==> src/rtl/jpegls_pkg.sv <==
// ============================================================================
// Module      : jpegls_pkg
// Description : Shared JPEG-LS regular-mode constants and error-mapping helpers.
// Revision    : 1.0 - initial release
// ============================================================================
`default_nettype none

package jpegls_pkg;

    localparam int C_BPP_DEFAULT   = 8;
    localparam int C_RANGE_DEFAULT = 1 << C_BPP_DEFAULT;

    // Lossless modulo-RANGE reduction into [-RANGE/2, RANGE/2-1].
    function automatic int mod_reduce(input int diff, input int bpp);
        int rng;
        int r;
        rng = 1 << bpp;
        r   = diff;
        if (r < 0) begin
            r = r + rng;
        end
        if (r >= rng / 2) begin
            r = r - rng;
        end
        return r;
    endfunction

    // Golomb mapping; the special form applies to k==0 contexts with a negative bias.
    function automatic int map_err(input int e, input bit special);
        int m;
        if (special) begin
            m = (e >= 0) ? (2 * e + 1) : (-2 * (e + 1));
        end else begin
            m = (e >= 0) ? (2 * e) : (-2 * e - 1);
        end
        return m;
    endfunction

endpackage

`default_nettype wire

==> src/rtl/jpegls_pipe_reg.sv <==
// ============================================================================
// Module      : jpegls_pipe_reg
// Description : Valid/data pipeline stage register with an advance enable.
// Revision    : 1.0 - initial release
// ============================================================================
`default_nettype none

module jpegls_pipe_reg #(
    parameter int WIDTH = 8
) (
    input  logic             clk,
    input  logic             rst,
    input  logic             i_adv,
    input  logic             i_valid,
    input  logic [WIDTH-1:0] i_data,
    output logic             o_valid,
    output logic [WIDTH-1:0] o_data
);

    logic             r_valid;
    logic [WIDTH-1:0] r_data;

    // Data only moves with a valid sample so the last result stays visible.
    always_ff @(posedge clk) begin
        if (rst) begin
            r_valid <= 1'b0;
            r_data  <= '0;
        end else if (i_adv) begin
            r_valid <= i_valid;
            if (i_valid) begin
                r_data <= i_data;
            end
        end
    end

    assign o_valid = r_valid;
    assign o_data  = r_data;

endmodule

`default_nettype wire

==> src/rtl/errmod_map_pipe.sv <==
// ============================================================================
// Module      : errmod_map_pipe
// Description : 3-stage elastic JPEG-LS error sign-fix, modulo reduction and
//               Golomb mapping. Macro ERRMAP_SPECIAL_MAP_EN enables the
//               k==0 / negative-bias special mapping.
// Revision    : 1.0 - initial release
// ============================================================================
`default_nettype none

module errmod_map_pipe
    import jpegls_pkg::*;
#(
    parameter int BPP = C_BPP_DEFAULT
) (
    input  logic           clk,
    input  logic           rst,
    input  logic           in_valid,
    output logic           in_ready,
    input  logic [BPP-1:0] in_ix,
    input  logic [BPP-1:0] in_px,
    input  logic           in_sign,
    input  logic           in_kzero,
    input  logic           in_bneg,
    output logic           out_valid,
    input  logic           out_ready,
    output logic [BPP-1:0] out_errval,
    output logic [BPP-1:0] out_merrval
);

    logic                  w_adv1, w_adv2, w_adv3;
    logic                  w_v1, w_v2, w_v3;
    logic [BPP:0]          w_diffRaw;
    logic signed [BPP:0]   w_diff;
    logic signed [BPP:0]   w_diffQ;
    logic signed [BPP-1:0] w_err;
    logic signed [BPP-1:0] w_errQ;
    logic [BPP-1:0]        w_merr;
    logic                  w_special;

    assign w_adv3   = out_ready | ~w_v3;
    assign w_adv2   = w_adv3 | ~w_v2;
    assign w_adv1   = w_adv2 | ~w_v1;
    assign in_ready = w_adv1;

    assign w_diffRaw = {1'b0, in_ix} - {1'b0, in_px};
    assign w_diff    = in_sign ? -w_diffRaw : w_diffRaw;
    assign w_err     = BPP'(mod_reduce(int'(w_diffQ), BPP));
    assign w_merr    = BPP'(map_err(int'(w_errQ), w_special));

`ifdef ERRMAP_SPECIAL_MAP_EN
    logic [BPP+2:0] w_s1Q;
    logic [BPP+1:0] w_s2Q;

    jpegls_pipe_reg #(.WIDTH(BPP + 3)) u_s1 (
        .clk(clk), .rst(rst), .i_adv(w_adv1), .i_valid(in_valid & w_adv1),
        .i_data({w_diff, in_kzero, in_bneg}), .o_valid(w_v1), .o_data(w_s1Q)
    );
    assign w_diffQ = w_s1Q[BPP+2:2];

    jpegls_pipe_reg #(.WIDTH(BPP + 2)) u_s2 (
        .clk(clk), .rst(rst), .i_adv(w_adv2), .i_valid(w_v1),
        .i_data({w_err, w_s1Q[1:0]}), .o_valid(w_v2), .o_data(w_s2Q)
    );
    assign w_errQ    = w_s2Q[BPP+1:2];
    assign w_special = w_s2Q[1] & w_s2Q[0];
`else
    // Flags are accepted for port compatibility but carry no state here.
    logic w_unusedFlags;
    assign w_unusedFlags = in_kzero ^ in_bneg;

    jpegls_pipe_reg #(.WIDTH(BPP + 1)) u_s1 (
        .clk(clk), .rst(rst), .i_adv(w_adv1), .i_valid(in_valid & w_adv1),
        .i_data(w_diff), .o_valid(w_v1), .o_data(w_diffQ)
    );

    jpegls_pipe_reg #(.WIDTH(BPP)) u_s2 (
        .clk(clk), .rst(rst), .i_adv(w_adv2), .i_valid(w_v1),
        .i_data(w_err), .o_valid(w_v2), .o_data(w_errQ)
    );
    assign w_special = 1'b0;
`endif

    jpegls_pipe_reg #(.WIDTH(2 * BPP)) u_s3 (
        .clk(clk), .rst(rst), .i_adv(w_adv3), .i_valid(w_v2),
        .i_data({w_errQ, w_merr}), .o_valid(w_v3), .o_data({out_errval, out_merrval})
    );

    assign out_valid = w_v3;

endmodule

`default_nettype wire

==> config.mk <==
export PLATFORM = sky130hd
export DESIGN_NAME = errmod_map_pipe
export DESIGN_NICKNAME = d
export VERILOG_FILES = /design/src/rtl/jpegls_pkg.sv /design/src/rtl/jpegls_pipe_reg.sv /design/src/rtl/errmod_map_pipe.sv
export SDC_FILE = /design/constraint.sdc
export NUM_CORES = 1
export LEC_CHECK = 0
export BUFFER_PORTS_ARGS = -buffer_cell sky130_fd_sc_hd__buf_2
export CAP_MARGIN = 20
export CORE_MARGIN = 10
export CORE_UTILIZATION = 30
export DETAILED_ROUTE_END_ITERATION = 6
export PLACE_DENSITY = 0.45
export SYNTH_ARGS = -nofsm -noshare
export SYNTH_HDL_FRONTEND = slang
export SYNTH_HIERARCHICAL = 1
export SYNTH_SLANG_ARGS = --single-unit
==> constraint.sdc <==
create_clock -name clk -period 5.46 [get_ports clk]
set_input_delay 0.546 -clock clk [delete_from_list [all_inputs] [get_ports clk]]
set_output_delay 0.546 -clock clk [all_outputs]
set_load 0.1 [all_outputs]
**Yosys cells after proc, flatten, opt, wreduce, memory -nomap -nowiden**

Index checks and enable logic that the tools add are counted.

- Muxes and demuxes: 4
- Bitwise operators: 7
- Reduce and logical (&&, ||, !) cells: 3
- Magnitude comparators: 3
- $add $sub $neg: 6

Operator list:

| kind | count |
|---|---|
| 32-bit by 9-bit >= comparator with 1-bit output, second input constant | 1 |
| 32-bit 2-to-1 mux | 1 |
| 8-bit 2-to-1 mux | 2 |
| 9-bit by 10-bit adder with 11-bit output, second input constant | 1 |
| 9-bit by 1-bit < comparator with 1-bit output, second input constant | 1 |
| 9-bit 2-to-1 mux | 1 |
| 9-bit negator | 1 |
| 8-bit by 8-bit subtractor with 9-bit output | 1 |
| 8-bit by 1-bit >= comparator with 1-bit output, second input constant | 1 |
| 8-bit by 1-bit subtractor with 8-bit output, second input constant | 1 |
| 8-bit by 2-bit subtractor with 8-bit output, second input constant | 1 |
| 7-bit negator | 1 |
| 2-bit AND reduction | 3 |
| 1-bit NOT | 3 |
| 1-bit bitwise OR | 3 |
| 1-bit bitwise AND | 1 |

- Flip-flop bits (word level): 36
- Logic and storage cells: 29

**Depth between registers and ports, before layout**

- Word-level depth: 6
- Gate-level depth with buffers: 12
- Depth with buffers taken out: 12

**Modules after synthesis**

The synthesis kept the hierarchy.

By module, submodules not included:

| module | seq. area each (um^2) | instances | area each (um^2) | cells an instance |
|---|---|---|---|---|
| errmod_map_pipe | 0.0 | 1 | 815.8 | 117 |
| jpegls_pipe_reg (u_s3) | 340.3 | 1 | 789.5 | 77 |
| jpegls_pipe_reg (u_s1) | 200.2 | 1 | 486.7 | 44 |
| jpegls_pipe_reg (u_s2) | 180.2 | 1 | 404.1 | 40 |

**Worst setup path before layout**

Ideal clock, no wire load.

- Path kind: register to register
- Start point: register u_s3.r_valid (netlist: u_s3/o_valid)
- End point: register u_s1.r_valid (netlist: u_s1/o_valid)
- Data arrival time: 3.213 ns
- Library setup time: 0.125 ns
- Slack: 2.122 ns
- Clock period less this slack: 3.338 ns
- Data required time: 5.335 ns
- Stages on the path, launching flop included: 7
- Cell sequence: dfxtp_1 nand4b_1 and2_1 buf_6 buf_6 mux2i_1 nor2_1

- Cells in the longest elaborated chain, start to end: 5

RTL lines:

| item | RTL line | RTL |
|---|---|---|
| from (decl) | jpegls_pipe_reg.sv:20 | `logic r_valid;` |
| from (signal assigned) | jpegls_pipe_reg.sv:29 | `r_valid <= i_valid;` |
| 1-bit NOT (*) | errmod_map_pipe.sv:40 | `assign w_adv3 = out_ready \| ~w_v3;` |
| 1-bit bitwise OR (*) | errmod_map_pipe.sv:40 |  |
| 1-bit bitwise OR (*) | errmod_map_pipe.sv:41 | `assign w_adv2 = w_adv3 \| ~w_v2;` |
| 1-bit bitwise OR (*) | errmod_map_pipe.sv:42 | `assign w_adv1 = w_adv2 \| ~w_v1;` |
| named net in_ready | errmod_map_pipe.sv:18 | `output logic in_ready,` |
| 1-bit bitwise AND | errmod_map_pipe.sv:72 | `.clk(clk), .rst(rst), .i_adv(w_adv1), .i_valid(in_valid & w_adv1),` |
| to (signal assigned) | jpegls_pipe_reg.sv:29 |  |
| to (decl) | jpegls_pipe_reg.sv:20 |  |

Mark *: on every way through the listed nets, which the timed path passes. The rest lies on a longest branch.
A chain may end at the register's enable or synchronous reset.

**Worst setup path after layout**

- Start point: register u_s1.r_valid (netlist: u_s1/o_valid)
- End point: output port in_ready

- Cells in the longest elaborated chain, start to end: 2

RTL lines:

| item | RTL line |
|---|---|
| 1-bit NOT | errmod_map_pipe.sv:42 |
| 1-bit bitwise OR | errmod_map_pipe.sv:42 |
| to (decl) | errmod_map_pipe.sv:18 |

No other way between the ends.

==> results.md <==
* Run status: finished, final reports clean
* Critical Path End: in_ready
* Internal power at 0.4405 mW
* Origin of the critical flop-to-flop path: u_s1/o_valid
* FMAX at ~340 MHz
* Clk slew on worst S/H paths at approximately 0.07 ns
* Crit path required time at about 4.9 ns
* IO Port Bufs at 38
* VDD IR max at approximately 0.084 mV
* Postcts setup bufs at 0
* Number of routed nets with antenna violations at 0
* Worst r2r path cells at 4
* Final nets at between 300 and 400
* Reg2Reg Setup Slack at approximately 2.8 ns
* Seq pwr share at 44.4%
* Syn Inst Count at between 200 and 300
* Final hold vios at 0
* Fin crit period at between 2 and 3 ns
* Most common cell after layout, fill and taps aside: buf_2
* Initial antenna violation count at 0
* Crit Path Max Fanout at 19
* Total GRT Usage at under 10%
* GRT Residual Overflow at 0
* R2R Path End: u_s1/o_data[2]
* Post-DP HPWL at 3682 um
* Post_cts resized at 0
* Skew final at between 0.004 and 0.005 ns
* DRT iter0 DRCs at 60
* Crit. path cell count at 2
* Design Area, Final at 2655 um2
* Router iterations before antenna repair at 4
* Die area at 12030 um2
* Root Buffer: clkbuf_8
* Core ar. at 7767 um2
* Leakage at roughly 1.1 nW
* Wire length per cell at roughly 13 um
* Pwr dens at 233.2 nW/um2
* Critical path's top delay family: simple AND/OR/NAND/NOR gates
* Critical path origin: u_s1/o_valid
* Starting Density at between 30 and 40%
* Worst hold path class: flop to flop
* Vias in the first global route at roughly 1900
* Final Setup Violations at 0
* Average cell area after synthesis at approximately 9.0 um2
* CTS tree: done
* Critical path buffers and inverters at 1
* CP arrival at about 2.4 ns
* Clk pwr share at ~34%
* Max_cap viols at 0
* Slew headroom at ~43%
* Number of cell rows at 32
* Gate power share at ~22%
* Setup crit end kind: primary output
* Layout area overhead at 10.06%
* Critical path launch point type: flop
* Cts hold-fix bufs at 0
* Most frequent cells in the layout: buf_2 (38), nand3_1 (35), dfxtp_1 (35)
* Detail-routed via count per cell at 4.715
* Critical path's slowest cell: nand4b_1
* Final WL at slightly above 5000 um
* Syn Nets at 304
* Fill cells at between 800 and 900
* GPL Wtd Cong at 0.7329
* Via count at about 1900
* Register Area at around 700 um2
* Cts bufs inserted at 5
* Share of cells above drive strength 1 at a little under a third
* H-tree depth at 2
* Die width at about 110 um
* RSZ-0062 raised after global routing: no
* CTS max path bufs at 2
* CTS sink count at 35
* Clk_lat worst skew at between 0.2 and 0.3 ns
* Final Max Slew Viols at 0
* Worst stage delay on the critical path at a little under 0.8 ns
* First-pass GRT wire length at 8859 um
* Post-DP Area at between 2000 and 3000 um2
* Synth warn at 6
* CP Class: flop to primary output
* Vert. Die Dim at about 110 um
* Switching power at between 0.15 and 0.2 mW
* Setup TNS at 0 ns
* DRC Markers at 0
* Ports at 41
* Area of the multi-input gates at approximately 1500 um2
* Mapped Area at between 2000 and 2500 um2
* Pin count of the biggest net entering global routing at 36
* Final Cycle Share at 53.67%
* Worst-path cell chain: nand4b_1 > buf_2
* Sw Share at 28.85%
* ANT cells at 0
* Worst-margin pin slew at ~0.85 ns
==> worst register-to-register path: cells and delay by family (launching register included) <==
family / cells / cell delay [ns]
simple gates: 2 / 1.46
flops: 1 / 0.74
compound gates: 2 / 0.41
==> worst min-delay path by stage <==
stage,start,endpoint,slack [ns],cells past startpoint
3_3_place_gp,u_s1/o_data[6],u_s2/o_data[6],0.45,2
3_5_place_dp,u_s1/o_data[6],u_s2/o_data[6],0.46,2
2_1_floorplan,u_s1/o_data[5],u_s2/o_data[5],0.44,2
5_1_grt,u_s1/o_data[6],u_s2/o_data[6],0.48,2
6_report,u_s1/o_data[7],u_s2/o_data[7],0.46,2
4_1_cts,u_s1/o_data[7],u_s2/o_data[7],0.46,2
==> per-layer routing <==
metal  track usage [%]  wire [um]  vias up
li1                  -          -      987
met1             10.89       2463      846
met2             14.57       2368       31
met3             1.814        244        8
met4             3.903         80        0
met5                 0          0        -
==> stage by stage <==
stage / std cells / util, % / power, mW / hold WS, ns / worst slack (ns)
after floorplan: 269 / - / 0.3929 / 0.4381 / 2.129
after global placement: 389 / 32.84 / 0.4164 / 0.4478 / 2.577
after detailed placement: 389 / 32.84 / 0.4173 / 0.4574 / 2.549
after CTS: 397 / 34.18 / 0.6300 / 0.4623 / 2.472
after global routing: 397 / 34.18 / 0.6561 / 0.4838 / 2.266
final: 397 / 34.18 / 0.6192 / 0.4632 / 2.530
==> power by group through the flow <==
stage,sequential [mW],clock [mW],combinational [mW]
after floorplan,0.284,0,0.109
after global placement,0.280,0,0.136
after detailed placement,0.281,0,0.137
after CTS,0.275,0.218,0.137
after global routing,0.277,0.226,0.153
final,0.275,0.210,0.135
==> registers in the layout, indices dropped and copies added, names as in the netlist <==
register / count
u_s2/o_valid: 1
u_s1/o_data: 8
u_s2/o_data: 8
u_s1/o_valid: 1
u_s3/o_data: 16
u_s3/o_valid: 1
==> final cells by class <==
| type | count | share of cell area [%] |
|---|---|---|
| multi-input cells | 198 | 55.18 |
| inverters | 14 | 1.979 |
| clock inverters | 1 | 0.2828 |
| flip-flops and latches | 35 | 26.39 |
| clock buffers | 7 | 3.629 |
| well taps | 102 | 4.807 |
| repair buffers | 40 | 7.729 |
(Power assumes the default switching activity.)
